[config.mk]
export PLATFORM = sky130hd
export DESIGN_NAME = lsu_access_sequencer
export DESIGN_NICKNAME = d
export VERILOG_FILES = /design/src/rtl/lsu_pkg.sv /design/src/rtl/lsu_lane_align.sv /design/src/rtl/lsu_access_sequencer.sv
export SDC_FILE = /design/constraint.sdc
export NUM_CORES = 1
export LEC_CHECK = 0
export CORE_MARGIN = 1.5
export CORE_UTILIZATION = 56
export DETAILED_ROUTE_END_ITERATION = 10
export PLACE_DENSITY_LB_ADDON = 0.25
export SLEW_MARGIN = 30
export SYNTH_ARGS = -nofsm -noshare
export SYNTH_HDL_FRONTEND = slang
export SYNTH_HIERARCHICAL = 1
export SYNTH_SLANG_ARGS = --single-unit
[constraint.sdc]
create_clock -name clk -period 6.1 [get_ports clk]
set_input_delay 1.22 -clock clk [delete_from_list [all_inputs] [get_ports clk]]
set_output_delay 1.22 -clock clk [all_outputs]
set_load 0.01 [all_outputs]
[src/rtl/lsu_pkg.sv]
// Shared types and helpers for the LSU access sequencer.
// Optional feature macro: LSU_MISALIGN_TRAP_EN (trap instead of split).
package lsu_pkg;

    typedef enum logic [2:0] {
        IDLE    = 3'd0,
        ISSUE0  = 3'd1,
        ISSUE1  = 3'd2,
        COLLECT = 3'd3,
        RESP    = 3'd4
    } state_t;

    localparam logic [2:0] F3_B  = 3'b000;
    localparam logic [2:0] F3_H  = 3'b001;
    localparam logic [2:0] F3_W  = 3'b010;
    localparam logic [2:0] F3_BU = 3'b100;
    localparam logic [2:0] F3_HU = 3'b101;

    localparam logic [3:0] MASK_B = 4'b0001;
    localparam logic [3:0] MASK_H = 4'b0011;
    localparam logic [3:0] MASK_W = 4'b1111;

    function automatic logic [3:0] size_mask(input logic [2:0] f3);
        logic [3:0] m;
        if (f3[1])
            m = MASK_W;
        else if (f3[0])
            m = MASK_H;
        else
            m = MASK_B;
        return m;
    endfunction

    // Half splits only at offset 3; word splits at any nonzero offset.
    function automatic logic is_split(
        input logic [2:0] f3,
        input logic [1:0] off
    );
        logic s;
        if (f3[1])
            s = (off != 2'd0);
        else if (f3[0])
            s = (off == 2'd3);
        else
            s = 1'b0;
        return s;
    endfunction

endpackage

[src/rtl/lsu_lane_align.sv]
// Byte-lane alignment: store shifter/strobes and load extract/extend.
// Purely combinational; the sequencer FSM lives in the top module.
module lsu_lane_align
    import lsu_pkg::*;
#(
    parameter int DATA_W = 32
) (
    input  logic [2:0]        funct3,
    input  logic [1:0]        off,
    input  logic [DATA_W-1:0] wdata,
    input  logic [DATA_W-1:0] lo,
    input  logic [DATA_W-1:0] hi,
    output logic [DATA_W-1:0] wdata_lo,
    output logic [DATA_W-1:0] wdata_hi,
    output logic [3:0]        strb_lo,
    output logic [3:0]        strb_hi,
    output logic [DATA_W-1:0] rdata
);

    logic [2*DATA_W-1:0] wsh;
    logic [2*DATA_W-1:0] rsh;
    logic [7:0]          msk;
    logic [4:0]          shamt;
    logic                sgn;

    assign shamt = {off, 3'b000};

    assign wsh = {{DATA_W{1'b0}}, wdata} << shamt;
    assign msk = {4'b0000, size_mask(funct3)} << off;
    assign rsh = {hi, lo} >> shamt;

    assign wdata_lo = wsh[DATA_W-1:0];
    assign wdata_hi = wsh[2*DATA_W-1:DATA_W];
    assign strb_lo  = msk[3:0];
    assign strb_hi  = msk[7:4];

    assign sgn = !funct3[2];

    always_comb begin
        rdata = '0;
        if (funct3[1])
            rdata = rsh[DATA_W-1:0];
        else if (funct3[0])
            rdata = {{(DATA_W-16){sgn & rsh[15]}}, rsh[15:0]};
        else
            rdata = {{(DATA_W-8){sgn & rsh[7]}}, rsh[7:0]};
    end

endmodule

[src/rtl/lsu_access_sequencer.sv]
// MEM-stage load/store sequencer: one request -> one or two word beats.
// Define LSU_MISALIGN_TRAP_EN to flag misaligned accesses instead of splitting.
module lsu_access_sequencer
    import lsu_pkg::*;
#(
    parameter int DM_ADDRESS = 9,
    parameter int DATA_W     = 32
) (
    input  logic                  clk,
    input  logic                  reset,
    input  logic                  req_valid,
    output logic                  req_ready,
    input  logic                  req_we,
    input  logic [2:0]            req_funct3,
    input  logic [DM_ADDRESS-1:0] req_addr,
    input  logic [DATA_W-1:0]     req_wdata,
    output logic                  resp_valid,
    output logic [DATA_W-1:0]     resp_rdata,
    output logic                  resp_misalign,
    output logic                  busy,
    output logic                  mem_en,
    output logic                  mem_we,
    output logic [DM_ADDRESS-1:0] mem_addr,
    output logic [3:0]            mem_wstrb,
    output logic [DATA_W-1:0]     mem_wdata,
    input  logic [DATA_W-1:0]     mem_rdata
);

    state_t state;
    state_t state_n;

    logic [DM_ADDRESS-1:0] addr_q;
    logic [2:0]            f3_q;
    logic                  we_q;
    logic [DATA_W-1:0]     wdata_q;
    logic                  split_q;
    logic [DATA_W-1:0]     lo_q;
    logic [DATA_W-1:0]     rdata_q;

    logic                  accept;
    logic                  split_in;
    logic [DM_ADDRESS-1:0] word0;
    logic [DM_ADDRESS-1:0] word1;

    logic [DATA_W-1:0]     ld_lo;
    logic [DATA_W-1:0]     ld_hi;
    logic [DATA_W-1:0]     wd_lo;
    logic [DATA_W-1:0]     wd_hi;
    logic [3:0]            sb_lo;
    logic [3:0]            sb_hi;
    logic [DATA_W-1:0]     ext;

    assign req_ready = (state == IDLE) && !reset;
    assign busy      = !req_ready;
    assign accept    = req_valid && req_ready;
    assign split_in  = is_split(req_funct3, req_addr[1:0]);

    assign word0 = {addr_q[DM_ADDRESS-1:2], 2'b00};
    assign word1 = word0 + DM_ADDRESS'(4);

    // Split loads pair the latched first word with the live second word.
    assign ld_lo = split_q ? lo_q : mem_rdata;
    assign ld_hi = split_q ? mem_rdata : '0;

    lsu_lane_align #(
        .DATA_W(DATA_W)
    ) u_align (
        .funct3  (f3_q),
        .off     (addr_q[1:0]),
        .wdata   (wdata_q),
        .lo      (ld_lo),
        .hi      (ld_hi),
        .wdata_lo(wd_lo),
        .wdata_hi(wd_hi),
        .strb_lo (sb_lo),
        .strb_hi (sb_hi),
        .rdata   (ext)
    );

    always_comb begin
        state_n = state;
        unique case (state)
            IDLE: begin
                if (accept) begin
`ifdef LSU_MISALIGN_TRAP_EN
                    state_n = split_in ? RESP : ISSUE0;
`else
                    state_n = ISSUE0;
`endif
                end
            end
            ISSUE0: begin
                if (split_q)
                    state_n = ISSUE1;
                else
                    state_n = we_q ? RESP : COLLECT;
            end
            ISSUE1:  state_n = we_q ? RESP : COLLECT;
            COLLECT: state_n = RESP;
            RESP:    state_n = IDLE;
            default: state_n = IDLE;
        endcase
    end

    always_ff @(posedge clk) begin
        if (reset) begin
            state   <= IDLE;
            addr_q  <= '0;
            f3_q    <= '0;
            we_q    <= 1'b0;
            wdata_q <= '0;
            split_q <= 1'b0;
            lo_q    <= '0;
            rdata_q <= '0;
        end else begin
            state <= state_n;
            if (accept) begin
                addr_q  <= req_addr;
                f3_q    <= req_funct3;
                we_q    <= req_we;
                wdata_q <= req_wdata;
                split_q <= split_in;
                rdata_q <= '0;
            end
            if (state == ISSUE1)
                lo_q <= mem_rdata;
            if (state == COLLECT)
                rdata_q <= ext;
        end
    end

`ifdef LSU_MISALIGN_TRAP_EN
    logic mis_q;

    always_ff @(posedge clk) begin
        if (reset)
            mis_q <= 1'b0;
        else if (accept)
            mis_q <= split_in;
    end

    assign resp_misalign = mis_q;
`else
    assign resp_misalign = 1'b0;
`endif

    assign resp_valid = (state == RESP);
    assign resp_rdata = rdata_q;

    always_comb begin
        mem_en    = 1'b0;
        mem_we    = 1'b0;
        mem_addr  = '0;
        mem_wstrb = '0;
        mem_wdata = '0;
        unique case (state)
            ISSUE0: begin
                mem_en    = 1'b1;
                mem_we    = we_q;
                mem_addr  = word0;
                mem_wstrb = we_q ? sb_lo : 4'b0000;
                mem_wdata = we_q ? wd_lo : '0;
            end
            ISSUE1: begin
                mem_en    = 1'b1;
                mem_we    = we_q;
                mem_addr  = word1;
                mem_wstrb = we_q ? sb_hi : 4'b0000;
                mem_wdata = we_q ? wd_hi : '0;
            end
            default: begin
                mem_en = 1'b0;
            end
        endcase
    end

endmodule

==> reports/results.txt <==
Detailed-route wire length per cell: 17.85 um. The data required time at the worst endpoint was 4.88 ns. Buffers added to address setup during post-CTS repair amount to 0. Setup violations remaining at the end of the flow were counted as 0. For this run, design rule violations remaining after detail routing come to 0. The largest individual stage delay along the critical path comes from the cell or4_4. Clock skew on the completed layout was measured at 0.007874 ns.

Headroom to the max-slew limit came out at 49.34%. The reg-to-reg critical path endpoint was resp_rdata[19]$_SDFFE_PP0P_. In the final layout, the share of cells above drive strength 1 is 12.20%.

For the remaining global-route overflow, the log shows 0. The tools report the overall track demand over capacity in global routing as 30.15%. The run gives 33.64 mm as the wire length of the first global-routing pass.

For this block, the initial DRC count from the detailed router was 984. The clock-pin transition on the worst setup and hold timing paths came out at 0.06 ns. The depth of the worst hold-timing path is 2, and the die footprint is 0.01386 mm^2. Launching point of the worst reg2reg path: addr_q[0]$_SDFFE_PP0P_.

After detailed routing, the number of vias per cell comes to 5.997. The worst setup path is captured at a primary output. The count of yosys warnings during synthesis is 6.

The number of global-route vias before repair was 6305; the routability congestion estimate was 0.8742. The total inserted antenna cells was 0; the buffers plus inverters on the worst setup path was 3. The synthesis-to-layout area growth was 27.34%. The total CTS buffers was 17; the largest net degree at the start of global routing was 112.

The tree is rooted in a clkbuf_16. The max-slew violation count is 0. The number of hold-slack violations in the final timing report was 0; the slew at the pin closest to its max-slew limit was 0.7599 ns. The flow ran to the end, and the final reports show no timing, DRC or antenna violations.

The longest clock path from root to sink contains 2 buffers. The end point of the worst hold path was lo_q[26]$_SDFFE_PP0N_. The net count of the finished layout is 1076. The critical path is of the in -> out type. The die extent in y was 117.7 um; the I/O pin count was 163.

The worst hold path begins at lo_q[26]$_SDFFE_PP0N_. For this run, the slowest stage of the critical path takes 0.65 ns. Period utilization: 70.78%. Counting I/O delays and the setup requirement, the final critical path takes 4.318 ns. The overall power after layout is 2440 uW. In this run the standard cell core region covers 0.01272 mm^2. The count of cells along the worst register-to-register path is 7, and the count of port buffers added during placement is 159. Synthesis produced 900 cells. In the layout the commonest cells are 158 x clkdlybuf4s50_1, 156 x nand2_1, 110 x dfxtp_1.

For this run, the detailed router's first-pass iteration total came to 7. The class of the most critical hold timing path is reg -> reg. The clock insertion delay at the later pin of the skew report was 0.42 ns; the via total after detailed routing was 7076.

Leaving out fill and tap cells, the most frequent cell in the layout is clkdlybuf4s50_1. For flop-to-flop paths, the worst setup slack is 3.18 ns. The H-tree generated during clock tree synthesis spans 4 levels.

In this run the power density over the cells is 259.9 mW/mm^2. The maximum achievable frequency came out at 231.6 MHz. The cell family contributing the most delay on the critical path was buffers and inverters. The detail route stage leaves a number of antenna-violating nets equal to 0. The floorplan has 41 rows. Total of cells resized after clock tree synthesis: 0.

The cell area that synthesis handed to floorplanning was 0.007373 mm^2. TritonCTS built the clock tree. For the starting utilization of the core area, the log shows 57.96%. The routed design has 21.06 mm of wire. Once detailed placement completed, the half-perimeter wirelength came to 13.65 mm.

The chip width is 117.7 um, and the worst-path maximum fanout is 47. Across the run, the number of max-cap violations was 0. Data arrives at the worst endpoint at 3.10 ns. For the clock sink total, the log shows 113. The critical path goes through buf_2 > or4_4 > inv_4 > clkdlybuf4s50_1. The number of hold buffers added after CTS was 0. The final sum of negative setup slack was 0 ns; the mean instance size in the synthesized netlist was 8.193 um^2. The number of inserted filler cells in the final layout came out at 1013. Setup repair after global routing left no endpoint under its margin.

The number of antenna violations at the first check in global routing was 0. The worst-case IR drop observed on VDD is 0.1877 mV. Summed over all cells, the static leakage comes to 0.003289 uW.

The worst setup path is launched from a primary input.
==> area by class of cell <==
type | instances | area [um^2] | share of cell area (%)
Tap cell | 172 | 215.2 | 2.292
Multi-Input combinational cell | 687 | 4591 | 48.89
Clock inverter | 12 | 157.7 | 1.679
Timing Repair Buffer | 170 | 1673 | 17.82
Clock buffer | 20 | 456.7 | 4.864
Inverter | 6 | 25.02 | 0.2665
Sequential cell | 113 | 2271 | 24.19
==> flip-flops by register name, summed over array words and instances (netlist names) <==
name        count
we_q            1
lo_q           32
resp_rdata     32
wdata_q        32
split_q         1
state           3
addr_q          9
f3_q            3
==> metrics by stage <==
step           std cells  worst slack [ns]  utilization [%]  hold WS, ns  cell area, um^2
2_1_floorplan        910             2.857                -       0.4329             7411
3_3_place_gp        1148             1.847            68.92       0.4386             8768
3_5_place_dp        1148             1.827            68.94       0.4428             8771
4_1_cts             1180             1.826            73.77       0.4521             9385
5_1_grt             1180             1.703            73.80       0.4732             9389
6_report            1180             1.782            73.80       0.4500             9389
==> per-layer routing <==
layer / global-route usage (%) / vias to the layer above / share of wire [%]
li1: - / 3354 / -
met1: 42.72 / 3339 / 44
met3: 8.043 / 32 / 9.7
met2: 44.77 / 351 / 44
met5: 0 / - / 0
met4: 9.527 / 0 / 1.8
==> how the worst max path moves through the flow <==
| stage | cells past startpoint | from | to |
|---|---|---|---|
| after floorplan | 4 | reset | req_ready |
| after global placement | 4 | reset | req_ready |
| after detailed placement | 4 | reset | req_ready |
| after CTS | 4 | reset | req_ready |
| after global routing | 4 | reset | req_ready |
| final | 4 | reset | req_ready |
==> tightest hold or removal path, stage by stage, from the launching register on <==
cell     delay, ns
dfxtp_1       0.30
nand2_1       0.05
a21oi_1       0.05
==> power by group <==
group	internal (uW)	switching, uW	leakage (uW)
combinational	256	293	0.00207
sequential	792	75.8	0.000921
clock	665	359	0.000300
Note: power is estimated with default switching activity, not from simulation.
